### src/rtl/fft_stage_scheduler_if.sv
// Handshake bundle between the FFT stage scheduler, the frame loader, the
// per-stage address controller and the result consumer.
interface fft_stage_scheduler_if #(
    parameter int SIZE = 4
);
    logic            frame_valid;
    logic            frame_ready;
    logic            stage_start;
    logic [SIZE-1:0] stage_idx;
    logic [SIZE-1:0] tw_shift;
    logic            stage_done;
    logic            result_valid;
    logic            result_bank;
    logic            result_ready;

    modport master (
        input  frame_valid, stage_done, result_ready,
        output frame_ready, stage_start, stage_idx, tw_shift,
               result_valid, result_bank
    );

    modport slave (
        output frame_valid, stage_done, result_ready,
        input  frame_ready, stage_start, stage_idx, tw_shift,
               result_valid, result_bank
    );
endinterface

### src/rtl/fft_stage_scheduler.sv
// Frame-level stage sequencer for the in-place radix-2 FFT with ping-pong banks.
// Optional per-stage watchdog enabled by defining FFT_STAGE_TIMEOUT_EN.
module fft_stage_scheduler #(
    parameter int N       = 16,
    parameter int SIZE    = 4,
    parameter int TIMEOUT = 64
) (
    input  logic                 clk,
    input  logic                 rst_n,
    fft_stage_scheduler_if.master bus,
    output logic                 rd_bank,
    output logic                 wr_bank,
    output logic                 busy,
    output logic [7:0]           frame_cnt,
    output logic                 timeout_err
);

    if (N != (1 << SIZE) || TIMEOUT < 1) begin : g_bad_cfg
        $error("fft_stage_scheduler: N must equal 2**SIZE and TIMEOUT must be positive");
    end

    localparam logic [SIZE-1:0] LAST_STAGE = SIZE'(SIZE - 1);

    typedef enum logic [4:0] {
        IDLE    = 5'b00001,
        ISSUE   = 5'b00010,
        WAIT    = 5'b00100,
        ADVANCE = 5'b01000,
        RESULT  = 5'b10000
    } state_e;

    state_e          state_q, state_d;
    logic [SIZE-1:0] stage_idx_q, stage_idx_d;
    logic            rd_bank_q, rd_bank_d;
    logic [7:0]      frame_cnt_q, frame_cnt_d;
    logic            stage_start_q, stage_start_d;
    logic            result_valid_q, result_valid_d;
    logic            result_bank_q, result_bank_d;
    logic            busy_q, busy_d;

`ifdef FFT_STAGE_TIMEOUT_EN
    localparam int CNT_W = $clog2(TIMEOUT + 1);
    logic [CNT_W-1:0] wait_cnt_q, wait_cnt_d;
    logic             timeout_err_q, timeout_err_d;
`endif

    always_comb begin
        state_d     = state_q;
        stage_idx_d = stage_idx_q;
        rd_bank_d   = rd_bank_q;
        frame_cnt_d = frame_cnt_q;
`ifdef FFT_STAGE_TIMEOUT_EN
        wait_cnt_d    = wait_cnt_q;
        timeout_err_d = timeout_err_q;
`endif
        case (state_q)
            IDLE: begin
                if (bus.frame_valid) begin
                    stage_idx_d = '0;
                    rd_bank_d   = 1'b0;
`ifdef FFT_STAGE_TIMEOUT_EN
                    timeout_err_d = 1'b0;
`endif
                    state_d     = ISSUE;
                end
            end
            ISSUE: begin
`ifdef FFT_STAGE_TIMEOUT_EN
                wait_cnt_d = '0;
`endif
                state_d = WAIT;
            end
            WAIT: begin
                if (bus.stage_done) begin
                    state_d = ADVANCE;
                end
`ifdef FFT_STAGE_TIMEOUT_EN
                // The TIMEOUT-th WAIT cycle without a done pulse aborts the frame.
                else if (wait_cnt_q == CNT_W'(TIMEOUT - 1)) begin
                    timeout_err_d = 1'b1;
                    state_d       = IDLE;
                end else begin
                    wait_cnt_d = wait_cnt_q + CNT_W'(1);
                end
`endif
            end
            ADVANCE: begin
                rd_bank_d = ~rd_bank_q;
                if (stage_idx_q == LAST_STAGE) begin
                    state_d = RESULT;
                end else begin
                    stage_idx_d = stage_idx_q + SIZE'(1);
                    state_d     = ISSUE;
                end
            end
            RESULT: begin
                if (bus.result_ready) begin
                    frame_cnt_d = frame_cnt_q + 8'd1;
                    state_d     = IDLE;
                end
            end
            default: state_d = IDLE;
        endcase

        // Registered outputs are decoded from the next state so they align with it.
        stage_start_d  = (state_d == ISSUE);
        result_valid_d = (state_d == RESULT);
        busy_d         = (state_d != IDLE);
        result_bank_d  = (state_d == RESULT) ? rd_bank_d : result_bank_q;
    end

    always_ff @(posedge clk) begin
        if (!rst_n) begin
            state_q        <= IDLE;
            stage_idx_q    <= '0;
            rd_bank_q      <= 1'b0;
            frame_cnt_q    <= 8'd0;
            stage_start_q  <= 1'b0;
            result_valid_q <= 1'b0;
            result_bank_q  <= 1'b0;
            busy_q         <= 1'b0;
`ifdef FFT_STAGE_TIMEOUT_EN
            wait_cnt_q     <= '0;
            timeout_err_q  <= 1'b0;
`endif
        end else begin
            state_q        <= state_d;
            stage_idx_q    <= stage_idx_d;
            rd_bank_q      <= rd_bank_d;
            frame_cnt_q    <= frame_cnt_d;
            stage_start_q  <= stage_start_d;
            result_valid_q <= result_valid_d;
            result_bank_q  <= result_bank_d;
            busy_q         <= busy_d;
`ifdef FFT_STAGE_TIMEOUT_EN
            wait_cnt_q     <= wait_cnt_d;
            timeout_err_q  <= timeout_err_d;
`endif
        end
    end

    assign bus.frame_ready  = (state_q == IDLE);
    assign bus.stage_start  = stage_start_q;
    assign bus.stage_idx    = stage_idx_q;
    assign bus.tw_shift     = LAST_STAGE - stage_idx_q;
    assign bus.result_valid = result_valid_q;
    assign bus.result_bank  = result_bank_q;

    assign rd_bank   = rd_bank_q;
    assign wr_bank   = ~rd_bank_q;
    assign busy      = busy_q;
    assign frame_cnt = frame_cnt_q;

`ifdef FFT_STAGE_TIMEOUT_EN
    assign timeout_err = timeout_err_q;
`else
    assign timeout_err = 1'b0;
`endif

endmodule

### src/flat_wrapper.sv
// flat-port wrapper written by rule: the top's interface ports become plain ports
module fft_stage_scheduler_flat 
#(
    parameter int N       = 16,
    parameter int SIZE    = 4,
    parameter int TIMEOUT = 64
)
  (clk, rst_n, rd_bank, wr_bank, busy, frame_cnt, timeout_err, bus_frame_valid, bus_stage_done, bus_result_ready, bus_frame_ready, bus_stage_start, bus_stage_idx, bus_tw_shift, bus_result_valid, bus_result_bank);
  fft_stage_scheduler_if #(.SIZE(SIZE)) bus_i ();
  input  logic clk;
  input  logic rst_n;
  output logic rd_bank;
  output logic wr_bank;
  output logic busy;
  output logic [7:0] frame_cnt;
  output logic timeout_err;
  input wire logic [$bits(bus_i.frame_valid)-1:0] bus_frame_valid;
  input wire logic [$bits(bus_i.stage_done)-1:0] bus_stage_done;
  input wire logic [$bits(bus_i.result_ready)-1:0] bus_result_ready;
  output wire logic [$bits(bus_i.frame_ready)-1:0] bus_frame_ready;
  output wire logic [$bits(bus_i.stage_start)-1:0] bus_stage_start;
  output wire logic [$bits(bus_i.stage_idx)-1:0] bus_stage_idx;
  output wire logic [$bits(bus_i.tw_shift)-1:0] bus_tw_shift;
  output wire logic [$bits(bus_i.result_valid)-1:0] bus_result_valid;
  output wire logic [$bits(bus_i.result_bank)-1:0] bus_result_bank;
  assign bus_i.frame_valid = bus_frame_valid;
  assign bus_i.stage_done = bus_stage_done;
  assign bus_i.result_ready = bus_result_ready;
  assign bus_frame_ready = bus_i.frame_ready;
  assign bus_stage_start = bus_i.stage_start;
  assign bus_stage_idx = bus_i.stage_idx;
  assign bus_tw_shift = bus_i.tw_shift;
  assign bus_result_valid = bus_i.result_valid;
  assign bus_result_bank = bus_i.result_bank;
  fft_stage_scheduler #(.N(N), .SIZE(SIZE), .TIMEOUT(TIMEOUT)) u_core (.clk(clk), .rst_n(rst_n), .bus(bus_i), .rd_bank(rd_bank), .wr_bank(wr_bank), .busy(busy), .frame_cnt(frame_cnt), .timeout_err(timeout_err));
endmodule
### config.mk
export PLATFORM = sky130hd
export DESIGN_NAME = fft_stage_scheduler_flat
export DESIGN_NICKNAME = d
export VERILOG_FILES = /design/src/rtl/fft_stage_scheduler_if.sv /design/src/rtl/fft_stage_scheduler.sv /design/src/flat_wrapper.sv
export SDC_FILE = /design/constraint.sdc
export NUM_CORES = 1
export LEC_CHECK = 0
export CORE_MARGIN = 2
export CORE_UTILIZATION = 45
export CTS_BUF_LIST = sky130_fd_sc_hd__clkbuf_8
export CTS_CLUSTER_SIZE = 8
export DETAILED_ROUTE_END_ITERATION = 8
export GPL_ROUTABILITY_DRIVEN = 0
export GPL_TIMING_DRIVEN = 0
export PLACE_DENSITY = 0.7
export SKIP_LAST_GASP = 1
export SLEW_MARGIN = 20
export SYNTH_ARGS = -nofsm -noshare
export SYNTH_HDL_FRONTEND = slang
export SYNTH_SLANG_ARGS = --single-unit
### constraint.sdc
create_clock -name clk -period 2.1 [get_ports clk]
set_input_delay 0.42 -clock clk [delete_from_list [all_inputs] [get_ports clk]]
set_output_delay 0.42 -clock clk [all_outputs]
set_load 0.05 [all_outputs]
==> flow_summary.ini <==
[run_status]
status = finished clean

[yosys]
ys_top_cells_by_count = dfxtp_1 (22), inv_1 (11), nand2_1 (10), nor2_1 (10), nor3_1 (9)
synth.ff_latch_count = 22
synth_top_cell_by_area = dfxtp_1
ys_seq_area_share_pct = 38.43
async_reset_ff_share_pct = 0
synth_top_cell_area_share_pct = 38.43
yosysUniqueCellTypes = 39
synthTopCellsByArea = dfxtp_1 (38%), xnor2_1 (4.6%), nor3_1 (3.9%)
synth_flop_cell = dfxtp_1
syn-num-nets = 139
synth_edf_count = 0
synth_most_common_cell = dfxtp_1
syn-cell-area_um2 = 1146
postSynthCellCount = 131
synth_area_per_cell_um2 = 8.749
yosysWarnings = 0

[routing]
viasPerCell = 5.272
first_pass_iters = 4
route.detailed.drc = 0
vias = 1007
dr.first_iter.drc_count = 9
wl_mm = 2.371
antenna_left = 0
wl_per_cell_um = 12.41

[finish]
fillCellCount = 218
diodes = 0
postLayoutCoreUtil_pct = 61.67
drive_gt1_share_pct = 11.80
seqCellArea_um2 = 440.4
area_growth_pct = 32.10
multi_input_area_um2 = 604.3
final_nets = 170

[worst_setup_path]
worstPathRequired_ps = 1680
timing.rr.end = u_core.frame_cnt[7]
reg2reg_depth = 5
critPathArrivalTime_ps = 1610
worst-r2r-setup-slack_ps = 370
path_class = flop to output port
cp-startpoint = u_core.bus.stage_idx[2]
cp-start-kind = flop
endpoint_kind = output port
timing.rr.start = u_core.state_q[4]
path_max_fanout = 6

[global_routing]
grt_max_degree = 14
grt_overflow = 0
first_global_vias = 845
antenna_found_initial = 0
track_usage_pct = 18.06
grt_pass1_wl_mm = 3.795

[power_and_ir_drop]
switching_share_pct = 24.16
p_comb_share_pct = 13.7
intPower_uw = 727.1
p_switching_uw = 231.6
p_clk_share_pct = 41.7
p_leak_nw = 0.5687
ir_drop_uv = 652.3
powerDensity_nw_per_um2 = 633.2
seqPwrFrac_pct = 44.6

[cts]
cts_tree = done
cts-root-buf = clkbuf_8
cts_buffer_depth = 2
insertion_delay_ps = 270
clock-sinks = 22
numCtsBuffers = 3
clk_pin_slew_ps = 80
htree_levels = 1

[job]
cap_violations = 0

[timing]
setup-tns-final_ps = 0
fin_crit_sh_pct = 96.65
slew_viol_final = 0
layout_setup_ws_ps = 70.34
finalHoldViolations = 0
fin_skew_ps = 9.318
tightest_slew_ps = 511.2
rsz0062_at_grt = no
fmax_ghz = 0.4927
setup_violations = 0
final.min_clock_period_ps = 2030
hold-worst-slack_ps = 470.5
relSlewSlack_pct = 65.81

[min_path]
hold_start = u_core.bus.result_bank
worstHoldPathCells = 2
hold_path_end = u_core.bus.result_bank
hold_path.class = flop to flop

[floorplan]
num_rows = 18
die_area_um2 = 2966
coreArea_um2 = 2455
die_w_um = 54.47
io_pins = 29
start_util_pct = 46.69
die_y_um = 54.47

[placement]
place_hpwl_mm = 1.676
dp_slack_ps = -139.5
portBuffers = 26
## flip-flops by register name, summed over array words and instances, names as in the netlist
signal                   count
u_core.bus.stage_idx         4
u_core.busy                  1
u_core.bus.result_valid      1
u_core.bus.stage_start       1
u_core.frame_cnt             8
u_core.rd_bank               1
u_core.bus.result_bank       1
u_core.state_q               5
## cell usage in the layout (no fill, tap or decap), types with 2 or more instances in the layout
| master | n |
|---|---|
| clkdlybuf4s50_1 | 24 |
| dfxtp_1 | 22 |
| nor2_1 | 10 |
| mux2i_1 | 2 |
| a21o_1 | 2 |
| nor3_1 | 8 |
| nand2b_1 | 3 |
| buf_4 | 3 |
| buf_6 | 2 |
| ha_1 | 3 |
| nand4b_1 | 2 |
| inv_1 | 11 |
| a21oi_1 | 7 |
| o2111ai_1 | 3 |
| a2111o_1 | 2 |
| xnor2_1 | 6 |
| and2_1 | 2 |
| nand3b_1 | 2 |
| clkbuf_8 | 3 |
| nand3_1 | 6 |
| clkbuf_1 | 4 |
| nand2_1 | 10 |
| o211ai_1 | 2 |
## power groups by stage
| stage | Combinational [mW] | Clock [mW] | Sequential (mW) |
|---|---|---|---|
| floorplan | 0.0848 | 0 | 0.451 |
| global placement | 0.132 | 0 | 0.438 |
| detailed placement | 0.134 | 0 | 0.437 |
| CTS | 0.133 | 0.405 | 0.428 |
| global route | 0.141 | 0.424 | 0.428 |
| finish | 0.132 | 0.399 | 0.427 |
## cell type report
cell class / instances / area share, %
well taps: 30 / 2.479
clock buffers: 3 / 2.727
multi-input cells: 88 / 39.92
flip-flops and latches: 22 / 29.09
clock inverters: 1 / 1.983
plain buffers: 10 / 4.298
inverters: 11 / 2.727
repair buffers: 26 / 16.78
## metal layers
| layer | vias to the layer above | part of all wire [%] | GRT usage (%) |
|---|---|---|---|
| met2 | 24 | 46 | 28.51 |
| li1 | 514 | - | - |
| met1 | 465 | 48 | 23.75 |
| met5 | - | 0 | 0 |
| met3 | 4 | 3.9 | 3.005 |
| met4 | 0 | 1.5 | 8.750 |
## how the worst max path moves through the flow
stage                     cells past startpoint                       to
after detailed placement                      5          bus_frame_ready
after global placement                        5          bus_frame_ready
final                                         2          bus_tw_shift[2]
after floorplan                               6  u_core.bus.stage_idx[2]
after CTS                                     5          bus_frame_ready
after global routing                          5          bus_frame_ready
## worst max-delay path, stage by stage, from the launching register on
cell,delay [ps]
dfxtp_1,420
buf_4,140
clkdlybuf4s50_1,790
## metrics by stage
stage	instances	total power, mW	cell area, µm²
3_3_place_gp	187	0.5699	1444
6_report	191	0.9586	1514
2_1_floorplan	131	0.5362	1146
4_1_cts	191	0.9653	1514
3_5_place_dp	187	0.5713	1444
5_1_grt	191	0.9938	1514
## timing repair
item                       CTS  global route
setup endpoints to repair    2             1
buffers inserted             0             0
resized for setup            3             2
hold buffers                 0             0
## cell families (layout without fill, tap and decap cells)
family	Yosys count	in the layout	share of synthesized area, %
and+or+nand+nor	55	55	28.71
DFF	22	22	38.43
buffers and inverters	21	51	9.278
AOI/OAI and AO/OA	20	20	12.88
xor gates and xnor gates	7	7	5.349
adders and majority gates	3	3	3.275
muxes	2	2	1.747
other	1	1	0.3272
Note: power is estimated with default switching activity, not from simulation.
